## src/rtl/hex_display_ctrl.sv

```systemverilog
// Eight-digit seven-segment display controller.
// A frame (data, enable mask, leading-zero blanking, blink mask) is latched into
// shadow registers, then a sequencer walks digits 0..7 through one shared
// nibble decoder, writing one digit register every TICK_DIV cycles.
// A free-running blink divider gates the outputs of digits selected for blinking.
module hex_display_ctrl #(
    parameter int TICK_DIV  = 4,
    parameter int BLINK_DIV = 25000000
) (
    input  logic        i_clk,
    input  logic        i_rst_n,
    input  logic        i_wr_valid,
    input  logic [31:0] i_wr_data,
    input  logic [7:0]  i_wr_en_mask,
    input  logic        i_wr_lzb,
    input  logic [7:0]  i_wr_blink,
    output logic        o_wr_ready,
    output logic        o_busy,
    output logic [6:0]  o_hex0,
    output logic [6:0]  o_hex1,
    output logic [6:0]  o_hex2,
    output logic [6:0]  o_hex3,
    output logic [6:0]  o_hex4,
    output logic [6:0]  o_hex5,
    output logic [6:0]  o_hex6,
    output logic [6:0]  o_hex7
);

    localparam logic [0:0] IDLE = 1'b0;
    localparam logic [0:0] SCAN = 1'b1;

    // A one-cycle step still needs a one-bit counter.
    localparam int STEP_W  = (TICK_DIV > 1) ? $clog2(TICK_DIV) : 1;
    localparam int BLINK_W = $clog2(BLINK_DIV);
    localparam logic [STEP_W-1:0]  STEP_LAST  = STEP_W'(TICK_DIV - 1);
    localparam logic [BLINK_W-1:0] BLINK_LAST = BLINK_W'(BLINK_DIV - 1);
    localparam logic [6:0]         SEG_BLANK  = 7'h7F;

    logic [0:0]         state_reg;
    logic [2:0]         index_reg;
    logic [STEP_W-1:0]  step_reg;
    logic [31:0]        shadow_data_reg;
    logic [7:0]         shadow_mask_reg;
    logic               shadow_lzb_reg;
    logic [7:0]         shadow_blink_reg;
    logic [6:0]         digit_reg [8];
    logic [BLINK_W-1:0] blink_cnt_reg;
    logic               blink_phase_reg;

    logic [7:0] lead_zero;
    logic [3:0] cur_nibble;
    logic [6:0] seg_dec;
    logic       blank_sel;
    logic [6:0] digit_value;
    logic [6:0] hex_out [8];

    // lead_zero[k]: nibbles k..7 of the frame are all zero.
    generate
        for (genvar gi = 0; gi < 8; gi++) begin : g_lead
            assign lead_zero[gi] = ((shadow_data_reg >> (4 * gi)) == 32'd0);
        end
    endgenerate

    assign cur_nibble = shadow_data_reg[index_reg*4 +: 4];

    // The single shared nibble-to-segment decoder (active-low {g,f,e,d,c,b,a}).
    always_comb begin
        seg_dec = SEG_BLANK;
        case (cur_nibble)
            4'h0: seg_dec = 7'h40;
            4'h1: seg_dec = 7'h79;
            4'h2: seg_dec = 7'h24;
            4'h3: seg_dec = 7'h30;
            4'h4: seg_dec = 7'h19;
            4'h5: seg_dec = 7'h12;
            4'h6: seg_dec = 7'h02;
            4'h7: seg_dec = 7'h78;
            4'h8: seg_dec = 7'h00;
            4'h9: seg_dec = 7'h10;
            4'hA: seg_dec = 7'h08;
            4'hB: seg_dec = 7'h03;
            4'hC: seg_dec = 7'h46;
            4'hD: seg_dec = 7'h21;
            4'hE: seg_dec = 7'h06;
            4'hF: seg_dec = 7'h0E;
            default: seg_dec = SEG_BLANK;
        endcase
    end

    // Digit 0 is never leading-zero blanked so an all-zero frame still shows "0".
    assign blank_sel   = ~shadow_mask_reg[index_reg] |
                         (shadow_lzb_reg & (index_reg != 3'd0) & lead_zero[index_reg]);
    assign digit_value = blank_sel ? SEG_BLANK : seg_dec;

    // Frame capture and digit scan sequencer.
    always_ff @(posedge i_clk or negedge i_rst_n) begin
        if (!i_rst_n) begin
            state_reg        <= IDLE;
            index_reg        <= 3'd0;
            step_reg         <= '0;
            shadow_data_reg  <= 32'd0;
            shadow_mask_reg  <= 8'd0;
            shadow_lzb_reg   <= 1'b0;
            shadow_blink_reg <= 8'd0;
            for (int i = 0; i < 8; i++) begin
                digit_reg[i] <= SEG_BLANK;
            end
        end else begin
            case (state_reg)
                IDLE: begin
                    if (i_wr_valid) begin
                        shadow_data_reg  <= i_wr_data;
                        shadow_mask_reg  <= i_wr_en_mask;
                        shadow_lzb_reg   <= i_wr_lzb;
                        shadow_blink_reg <= i_wr_blink;
                        index_reg        <= 3'd0;
                        step_reg         <= '0;
                        state_reg        <= SCAN;
                    end
                end
                SCAN: begin
                    if (step_reg == STEP_LAST) begin
                        digit_reg[index_reg] <= digit_value;
                        step_reg             <= '0;
                        index_reg            <= index_reg + 3'd1;
                        if (index_reg == 3'd7) begin
                            state_reg <= IDLE;
                        end
                    end else begin
                        step_reg <= step_reg + STEP_W'(1);
                    end
                end
                default: state_reg <= IDLE;
            endcase
        end
    end

    // Free-running blink divider, independent of the scan state.
    always_ff @(posedge i_clk or negedge i_rst_n) begin
        if (!i_rst_n) begin
            blink_cnt_reg   <= '0;
            blink_phase_reg <= 1'b0;
        end else if (blink_cnt_reg == BLINK_LAST) begin
            blink_cnt_reg   <= '0;
            blink_phase_reg <= ~blink_phase_reg;
        end else begin
            blink_cnt_reg <= blink_cnt_reg + BLINK_W'(1);
        end
    end

    generate
        for (genvar gi = 0; gi < 8; gi++) begin : g_out
            assign hex_out[gi] = (shadow_blink_reg[gi] & blink_phase_reg) ? SEG_BLANK : digit_reg[gi];
        end
    endgenerate

    assign o_wr_ready = (state_reg == IDLE);
    assign o_busy     = (state_reg == SCAN);
    assign o_hex0     = hex_out[0];
    assign o_hex1     = hex_out[1];
    assign o_hex2     = hex_out[2];
    assign o_hex3     = hex_out[3];
    assign o_hex4     = hex_out[4];
    assign o_hex5     = hex_out[5];
    assign o_hex6     = hex_out[6];
    assign o_hex7     = hex_out[7];

endmodule

```

## config.mk

```make
export PLATFORM = sky130hd
export DESIGN_NAME = hex_display_ctrl
export DESIGN_NICKNAME = d
export VERILOG_FILES = /design/src/rtl/hex_display_ctrl.sv
export SDC_FILE = /design/constraint.sdc
export NUM_CORES = 1
export LEC_CHECK = 0
export CAP_MARGIN = 20
export CORE_MARGIN = 10
export CORE_UTILIZATION = 48
export DETAILED_ROUTE_END_ITERATION = 10
export PLACE_DENSITY_LB_ADDON = 0.05
export RECOVER_POWER = 100
export SETUP_SLACK_MARGIN = 0.4
export SKIP_CTS_REPAIR_TIMING = 1
export SYNTH_ARGS = -nofsm -noshare
export SYNTH_HDL_FRONTEND = slang
export SYNTH_SLANG_ARGS = --single-unit
```

## constraint.sdc

```tcl
create_clock -name i_clk -period 2.6 [get_ports i_clk]
set_input_delay 0.78 -clock i_clk [delete_from_list [all_inputs] [get_ports i_clk]]
set_output_delay 0.78 -clock i_clk [all_outputs]
set_load 0.005 [all_outputs]
```

==> metrics.txt <==
# TYPE chip_impl_metric gauge
chip_impl_metric{name="synth.lib_cells_used.distinct",unit=""} 47
chip_impl_metric{name="route.detailed.wl_per_inst",unit="um"} 19.4
chip_impl_metric{name="drt.antenna.violating_nets",unit=""} 0
chip_impl_info{name="worstHoldPathType",value="flip-flop to flip-flop"} 1
chip_impl_metric{name="postSynthAreaPerCell",unit="sq um"} 11.2
chip_impl_metric{name="proportion_of_register_bits_with_asynchronous_set_or_reset_after_synthesis",unit=""} 1.00
chip_impl_metric{name="drt-initial-drc-count",unit=""} 367
chip_impl_metric{name="cts-buffers-inserted",unit=""} 17
chip_impl_metric{name="start_util",unit=""} 0.495
chip_impl_metric{name="number_of_flops_mapped_to_enable_cells_by_yosys",unit=""} 0
chip_impl_metric{name="mappedNetlistArea",unit="sq mm"} 0.00661
chip_impl_info{name="cts-root-buf",value="clkbuf_16"} 1
chip_impl_info{name="run_status",value="finished, final reports clean"} 1
chip_impl_metric{name="antenna_found_initial",unit=""} 0
chip_impl_metric{name="routed_vias_inst",unit=""} 5.60
chip_impl_info{name="combinational_family_with_the_most_area_after_synthesis",value="simple AND/OR/NAND/NOR gates"} 1
chip_impl_metric{name="wire_length_of_the_first_global_routing_pass",unit="mm"} 27.7
chip_impl_metric{name="cp_arrival",unit="ns"} 1.71
chip_impl_info{name="timing.critical_path.from_type",value="flip-flop"} 1
chip_impl_metric{name="finalWirelength",unit="mm"} 18.2
chip_impl_metric{name="timing.fmax",unit="MHz"} 401
chip_impl_metric{name="hold_depth",unit=""} 1
chip_impl_metric{name="synthAdderAreaFrac",unit=""} 0.0208
chip_impl_metric{name="synthesis.nets",unit=""} 652
chip_impl_metric{name="number_of_antenna_repair_diodes",unit=""} 0
chip_impl_metric{name="finish.net_count",unit=""} 811
chip_impl_metric{name="r2r.worst_path.cells",unit=""} 10
chip_impl_metric{name="final_period_minus_worst_setup_slack",unit="ns"} 2.49
chip_impl_metric{name="num_vias",unit=""} 5243
chip_impl_metric{name="largest_register_ff_count",unit=""} 56
chip_impl_metric{name="share_of_layout_cells_above_drive_strength_1",unit=""} 0.325
chip_impl_metric{name="critical_path.max_fanout",unit=""} 7
chip_impl_metric{name="tritoncts_num_sinks",unit=""} 137
chip_impl_info{name="cts_tree",value="done"} 1
chip_impl_metric{name="synth_simple_gate_area_frac",unit=""} 0.170
chip_impl_info{name="crit-reg2reg-capture",value="digit_reg[28]$_DFFE_PN1P_"} 1
chip_impl_metric{name="port-buffer-count",unit=""} 109
chip_impl_metric{name="synth_top_area_share",unit=""} 0.307
chip_impl_metric{name="groute.usage.overall",unit=""} 0.187
chip_impl_metric{name="required",unit="ns"} 1.82
chip_impl_metric{name="io_pins",unit=""} 110
chip_impl_metric{name="clock_tree.htree_level_count",unit=""} 4
chip_impl_metric{name="drc_errors",unit=""} 0
chip_impl_metric{name="timing.final.crit_share",unit=""} 0.959
chip_impl_metric{name="dieHeight",unit="um"} 137
chip_impl_metric{name="final_cell_area",unit="sq mm"} 0.00921
chip_impl_metric{name="yosys_warnings",unit=""} 0
chip_impl_metric{name="placementRows",unit=""} 42
chip_impl_metric{name="clock_tree.buffer_depth",unit=""} 2
chip_impl_info{name="synth_largest_area_cell",value="dfrtp_1"} 1
chip_impl_metric{name="dr.pass1.iters",unit=""} 5
chip_impl_metric{name="synth_sequential_area_ratio",unit=""} 0.529
chip_impl_metric{name="timing.clock.skew",unit="ns"} 0.00595
chip_impl_metric{name="worst_ir_drop_vdd",unit="V"} 0.000884
chip_impl_metric{name="design.die.area",unit="sq mm"} 0.0189
chip_impl_metric{name="p_per_area",unit="mW/mm^2"} 1500
chip_impl_metric{name="placed_cells",unit=""} 876
chip_impl_metric{name="finalMaxSlewViolations",unit=""} 0
chip_impl_metric{name="yosys-mux-area-fraction",unit=""} 0.136
chip_impl_metric{name="core-area",unit="sq mm"} 0.0133
chip_impl_metric{name="setup-tns-final",unit="ns"} 0
chip_impl_metric{name="post_synthesis_instance_total",unit=""} 589
chip_impl_metric{name="place_hpwl",unit="mm"} 12.4
chip_impl_metric{name="r2r_setup_slack",unit="ns"} 0.13
chip_impl_metric{name="timing_worst_slew_pin_value",unit="ns"} 1.14
chip_impl_info{name="synth.top_cells.by_count",value="81 x dfrtp_1, 77 x nor2_1, 60 x nand2b_1, 56 x dfstp_2, 50 x mux2_2"} 1
chip_impl_info{name="grt_setup_unrepaired",value="true"} 1
chip_impl_metric{name="clkTransAtPathRegs",unit="ns"} 0.06
chip_impl_metric{name="routabilityCongestion",unit=""} 0.815
chip_impl_info{name="timing.critical_path.to_type",value="output pin"} 1
chip_impl_metric{name="total_global_routing_overflow",unit=""} 0
chip_impl_info{name="min_delay_worst_endpoint",value="blink_cnt_reg[0]$_DFF_PN0_"} 1
chip_impl_metric{name="largest_net_degree_at_the_start_of_global_routing",unit=""} 50
chip_impl_metric{name="grt_pass1_vias",unit=""} 5299
chip_impl_metric{name="synth-compound-area-share",unit=""} 0.0884
chip_impl_metric{name="clock_network_latency_to_the_later_pin_of_the_worst_skew_pair",unit="ns"} 0.43
chip_impl_info{name="synthMostInstantiatedCell",value="dfrtp_1"} 1
chip_impl_info{name="cell_types_with_the_largest_area_share_after_synthesis",value="dfrtp_1 31%, dfstp_2 22%, mux2_2 8.5%"} 1
chip_impl_metric{name="die-width",unit="um"} 137
chip_impl_metric{name="static_leakage",unit="nW"} 3.90
chip_impl_metric{name="finalSetupViolCount",unit=""} 0
chip_impl_metric{name="area.growth.synth_to_final",unit="%"} 39.3
chip_impl_info{name="predominant_post_synthesis_flop_cell",value="dfrtp_1"} 1
chip_impl_info{name="hp-start",value="blink_cnt_reg[0]$_DFF_PN0_"} 1
chip_impl_metric{name="finalNonFillerCells",unit=""} 937
chip_impl_metric{name="max-slew-margin-rel",unit=""} 0.242
chip_impl_info{name="critical_path_class",value="flip-flop to output pin"} 1
chip_impl_metric{name="hold_viol",unit=""} 0
chip_impl_metric{name="post_synth_xor_area_fraction",unit=""} 0.0278
chip_impl_metric{name="synth.ff_latch_count",unit=""} 137
chip_impl_info{name="critical_path.reg2reg.startpoint",value="index_reg[0]$_DFFE_PN0P_"} 1
chip_impl_metric{name="max_cap_violations",unit=""} 0
chip_impl_metric{name="area_post_placement",unit="sq mm"} 0.00814
==> through the flow <==
step / util / setup slack (ns) / hold WS, ns / total power, W
2_1_floorplan: - / 0.336 / 0.455 / 0.00727
3_3_place_gp: 0.610 / 0.108 / 0.473 / 0.00972
3_5_place_dp: 0.610 / -0.0180 / 0.477 / 0.00994
4_1_cts: 0.652 / -0.287 / 0.374 / 0.0122
5_1_grt: 0.690 / 0.0321 / 0.507 / 0.0145
6_report: 0.690 / 0.108 / 0.481 / 0.0138
==> final cells by class <==
cell class,count,area (sq um)
Sequential cell,137,3500
Inverter,12,53.8
Clock inverter,9,98.8
Fill cell,1066,4140
Tap cell,176,220
Clock buffer,23,458
Timing Repair Buffer,169,1600
Multi-Input combinational cell,411,3270
==> where the power goes <==
| group | internal [W] | switching [W] |
|---|---|---|
| Sequential | 0.00333 | 0.000694 |
| Combinational | 0.00368 | 0.00378 |
| Clock | 0.00142 | 0.000869 |
==> layer usage <==
layer,vias up,part of all wire,track usage
met5,-,0,0
met4,0,0.017,0.0755
met3,28,0.057,0.0470
met2,171,0.49,0.300
met1,2616,0.44,0.236
li1,2428,-,-
==> worst max-delay path by stage <==
stage                                start                   endpoint  slack [ns]  cells after the start
2_1_floorplan     index_reg[0]$_DFFE_PN0P_  digit_reg[31]$_DFFE_PN1P_        0.34                      8
3_3_place_gp      index_reg[0]$_DFFE_PN0P_  digit_reg[10]$_DFFE_PN1P_        0.11                     10
3_5_place_dp      index_reg[0]$_DFFE_PN0P_  digit_reg[52]$_DFFE_PN1P_       -0.02                     10
4_1_cts        blink_phase_reg$_DFFE_PN0N_                  o_hex0[2]       -0.29                      3
5_1_grt           index_reg[0]$_DFFE_PN0P_  digit_reg[28]$_DFFE_PN1P_        0.03                      7
6_report       blink_phase_reg$_DFFE_PN0N_                  o_hex0[0]        0.11                      4
==> cells by family (layout without fill, tap and decap cells) <==
| family | count (synthesis) | in the layout |
|---|---|---|
| buffers and inverters | 42 | 213 |
| muxes | 70 | 70 |
| and+or+nand+nor | 225 | 225 |
| DFF | 137 | 137 |
| xor gates and xnor gates | 21 | 21 |
| AOI/OAI and AO/OA | 83 | 84 |
| adders and majority gates | 11 | 11 |
==> cell usage in the layout (no fill, tap or decap), types with 6 or more instances in the layout <==
master           netlist  routed
nor4_1                11       7
a31oi_1               34      27
a41oi_1               21      17
o21ai_0                9       9
nand3_1               12      12
dfrtp_1               81      78
nand2b_1              60      60
and3_1                 6       6
clkdlybuf4s50_1        0      62
mux4_2                10      10
xnor2_1                9       9
buf_6                  1       9
clkbuf_1              16      12
nor2_1                77      76
ha_1                  11       8
clkdlybuf4s25_1        0      29
dlymetal6s2s_1         0       8
nor3_1                 8       8
nand2_1               32      25
mux2_2                50      49
dfstp_2               56      56
clkbuf_16              0      17
xor2_1                12      12
buf_4                  0      38
==> worst max-delay path, stage by stage (launching register included) <==
cell and delay (ns):
dfrtp_2 0.43, buf_6 0.14, nand2_8 0.07, nand2b_1 0.06
dlygate4sd3_1 0.57
Power figures use the tool's default switching activity.
==> patch 1, RTL diff (same flow settings) <==
Set the parameter `TICK_DIV` to 8 (it was 4).
--- a/src/rtl/hex_display_ctrl.sv
+++ b/src/rtl/hex_display_ctrl.sv
@@ -5,5 +5,5 @@
 // A free-running blink divider gates the outputs of digits selected for blinking.
 module hex_display_ctrl #(
-    parameter int TICK_DIV  = 4,
+    parameter int TICK_DIV  = 8,
     parameter int BLINK_DIV = 25000000
 ) (
Check against the original RTL: not equivalent (Yosys sat finds a counterexample within 10 cycles, from zero or initial values and one cycle with i_rst_n low).
==> patch 1 against the unedited design <==
- clock skew rose by 0.0073 ns
- synthesized cell count down 0.34%
- register-to-register slack improved by 0.03 ns
- critical path type unchanged
- critical path depth up 1
- maximum frequency grew 1.8%
- synthesized area grew 1.1%
- total power grew 6.0%
- non-clock buffer count grew 8
- combinational power grew 5.4%
- worst setup slack improved by 0.044 ns
- sequential cell count grew 1
- routed wire length up 8.9%
- design area is 5.8% higher
==> patch 1: results (changes against the unedited design) <==
metric,value,unit,change
maxSlewHeadroom,18.8,%,-5.4 points
leakagePower,4.38,nW,+12%
fin_nets,818,,+0.86%
status,finished clean,,
synth.area.top_cells,"dfrtp_1 31%, dfstp_2 22%, mux2_2 8.6%",,
placed_area,8250,um^2,+1.4%
finalWirelength,19.8,mm,+8.9%
grt_pass1_vias,5295,,-0.075%
grtUsageTotal,18.5,%,-0.22 points
cpPeakStageDelay,0.39,ns,-0.18 ns
synth_nets,651,,-0.15%
vdd_drop_max,0.000852,V,-3.6%
yosys.cell_types.count,42,,-11%
ys_seq_area_share,52.7,%,-0.19 points
ff_latch_area,3530,um^2,+0.75%
placed_cells,880,,+0.46%
drtIter0Drc,504,,+37%
layout_min_cycle_time,2.45,ns,-0.0438 ns
drive_above_1_share,33.6,%,+1.2 points
synth_cells,587,,-0.34%
dpl.hpwl,12.4,mm,+0.33%
arrival,1.67,ns,-0.04 ns
place_congestion,0.825,,+1.2%
nFillCells,996,,-6.6%
place_ws,-0.0261,ns,-0.00804 ns
==> patch 1: worst max-delay path, delay by kind of cell, from the launching register on <==
family	cells	cell delay (ns)
buffers and inverters	3	0.67
flip-flops	1	0.39
AND/OR/NAND/NOR	2	0.18
==> patch 1: final cells by class <==
cell class / instances / share of cell area (%)
clock buffer: 21 / 4.73
clock inverter: 11 / 2.21
inverter: 13 / 0.565
multi-input combinational: 407 / 35.1
sequential: 138 / 36.2
tap: 180 / 2.31
timing repair buffer: 177 / 18.9
==> patch 1: per-layer routing <==
layer / vias up / share of wire (%) / track usage, %
met4: 0 / 2.2 / 7.71
met2: 193 / 50 / 29.1
met3: 39 / 5.9 / 4.49
li1: 2459 / - / -
met1: 2798 / 42 / 23.8
met5: - / 0 / 0
==> patch 1: power by group through the flow <==
stage,combinational [W],sequential (W),clock (W)
finish,0.00786,0.00398,0.00277
global route,0.00828,0.00407,0.00290
CTS,0.00563,0.00388,0.00279
detailed placement,0.00561,0.00392,0
global placement,0.00545,0.00388,0
floorplan,0.00344,0.00360,0
==> patch 1: metrics by stage <==
| stage | hold slack, ns | TNS [ns] |
|---|---|---|
| finish | 0.489 | 0 |
| global route | 0.507 | 0 |
| floorplan | 0.455 | 0 |
| global placement | 0.467 | 0 |
| CTS | 0.359 | -7.28 |
| detailed placement | 0.480 | -0.138 |
==> patch 1: cells by family (layout without fill, tap and decap cells) <==
| family | Yosys count | in the layout | synth area share (%) |
|---|---|---|---|
| DFF | 138 | 138 | 52.7 |
| AOI/OAI and AO/OA | 76 | 76 | 8.48 |
| and+or+nand+nor | 223 | 223 | 16.6 |
| buffers and inverters | 42 | 222 | 2.71 |
| muxes | 70 | 70 | 13.8 |
| adders and majority gates | 12 | 12 | 2.25 |
| xor gates and xnor gates | 26 | 26 | 3.41 |
==> patch 2, RTL diff (config.mk and constraints unchanged) <==
Made on the original files. Reset style: synchronous (`i_rst_n`), changed in 2 clocked blocks.
--- a/src/rtl/hex_display_ctrl.sv
+++ b/src/rtl/hex_display_ctrl.sv
@@ -94,5 +94,5 @@
 
     // Frame capture and digit scan sequencer.
-    always_ff @(posedge i_clk or negedge i_rst_n) begin
+    always_ff @(posedge i_clk) begin
         if (!i_rst_n) begin
             state_reg        <= IDLE;
@@ -137,5 +137,5 @@
 
     // Free-running blink divider, independent of the scan state.
-    always_ff @(posedge i_clk or negedge i_rst_n) begin
+    always_ff @(posedge i_clk) begin
         if (!i_rst_n) begin
             blink_cnt_reg   <= '0;
Formal check against the unedited RTL: differs if i_rst_n is asserted again (counterexample within 4 cycles, from zero or initial values and one cycle with i_rst_n low); with i_rst_n held inactive, the same outputs for 10 cycles.
==> patch 2 against the unedited design <==
- count of clock-buffer cells in the layout shrank 2
- synthesized cell count grew 18%
- synthesized area grew 3.1%
- clock skew is essentially flat
- global-route usage shrank 0.81 points
- sequential share of layout area shrank 2.8 points
- non-clock buffer count is the same
- worst hold slack lost 0.022 ns
- routed wire length grew 1.5%
- design area grew 2.1%
- critical path depth grew 4
- worst setup slack gained 0.026 ns
- sequential cell count is the same
Power is not compared: it rests on default switching activity, and its combinational part moved more than twofold at a synthesized area within 25%.
==> patch 2: results (changes against the unedited design) <==
metric,value,unit,change
drc,0,,unchanged
n_antenna_cell,0,,unchanged
synth_nets,759,,+16%
r2r_start,index_reg[0],,
tightestPinTransition,0.709,ns,-0.429 ns
use_met2,30.4,%,+0.40 points
grt_pass1_vias,5458,,+3.0%
antenna_found_initial,0,,unchanged
drt-pass1-iter-count,5,,unchanged
placed_area,8300,um^2,+2.0%
drtIter0Drc,375,,+2.2%
status,finished clean,,
grtUsageTotal,17.9,%,-0.81 points
final.setup_skew,0.00643,ns,+0.000483 ns
synth_edf_count,56,,+56
worstHoldStart,shadow_mask_reg[4],,
leakagePower,3.24,nW,
dpl.hpwl,12.8,mm,+3.0%
clock_power_share,45.8,%,
synth_common_cells,"136 x nand2_1, 81 x dfxtp_1, 64 x nand2b_1",,
grt_util_met3,4.76,%,+0.063 points
drive_above_1_share,20.1,%,-12 points
p_clk,0.00240,W,
worstHoldPathCells,2,,+1
vias_per_cell,5.48,,-2.0%
use_met1,21.4,%,-2.2 points
switching_share,22.8,%,
rrSetupSlack,0.13,ns,
synth-main-ff-cell,dfxtp_1,,
clk_path_buf_depth,2,,unchanged
arrival,2.61,ns,+0.90 ns
wl_per_cell,17.7,um,-8.7%
ys_seq_area_share,48.4,%,-4.5 points
place_ws,-0.0240,ns,-0.00596 ns
ant_nets,0,,unchanged
reg2regPathDepth,8,,-2
synthArstFlopShare,0,%,-100 points
min_to,shadow_mask_reg[4],,
path_max_fanout,8,,+1
fin_nets,912,,+12%
grt_pass1_wl,28.6,mm,+3.2%
yosys.cell_types.count,64,,+36%
regToRegEndpoint,digit_reg[1][2],,
synth.area.top_cells,"edfxtp_1 25%, dfxtp_1 24%, nand2_1 7.5%",,
place_congestion,0.842,,+3.3%
## patch 2: logic make-up after synthesis
| kind of cell | after synthesis | share of synthesized area [%] |
|---|---|---|
| AO/OA/AOI/OAI | 87 | 10.6 |
| XOR/XNOR | 25 | 3.21 |
| adder cells (fa/ha/maj) | 11 | 2.02 |
| buffers and inverters | 48 | 4.13 |
| flip-flops | 137 | 48.4 |
| multiplexers | 21 | 4.57 |
| AND/OR/NAND/NOR | 367 | 27.0 |
## patch 2: routing by layer
layer  vias to the layer above  share of wire, %
met1                      2762                43
met2                       175                50
met3                        30               5.0
met4                         0               1.8
li1                       2748                 -
met5                         -                 0
## patch 2: worst max-delay path, stage by stage, from the launching register on
cell,delay (ns)
dfxtp_4,0.40
buf_6,0.12
buf_8,0.11
mux4_2,0.52
clkbuf_1,0.15
mux2_4,0.32
nand2b_1,0.08
mux2_2,0.35
nand3_1,0.15
## patch 2: area by class of cell
class,count,area [um^2]
fillers,1121,4480
multi-input cells,512,3600
flip-flops and latches,137,3310
repair buffers,169,1620
clock buffers,21,482
well taps,180,225
clock inverters,11,116
inverters,12,47.5
## patch 2: worst max-delay path by stage
stage	startpoint	endpoint	slack, ns	depth (start not counted)
4_1_cts	blink_phase_reg	o_hex7[1]	-0.04	4
3_5_place_dp	index_reg[0]	digit_reg[0][0]	-0.02	9
5_1_grt	blink_phase_reg	o_hex4[1]	0.07	4
3_3_place_gp	index_reg[0]	digit_reg[0][4]	0.07	6
2_1_floorplan	index_reg[0]	digit_reg[0][5]	0.15	7
6_report	index_reg[0]	digit_reg[1][2]	0.13	8
## patch 2: stage by stage
step,hold WS [ns],std cells
floorplan,0.430,696
global placement,0.448,982
detailed placement,0.455,982
CTS,0.463,1014
global route,0.477,1042
finish,0.459,1042
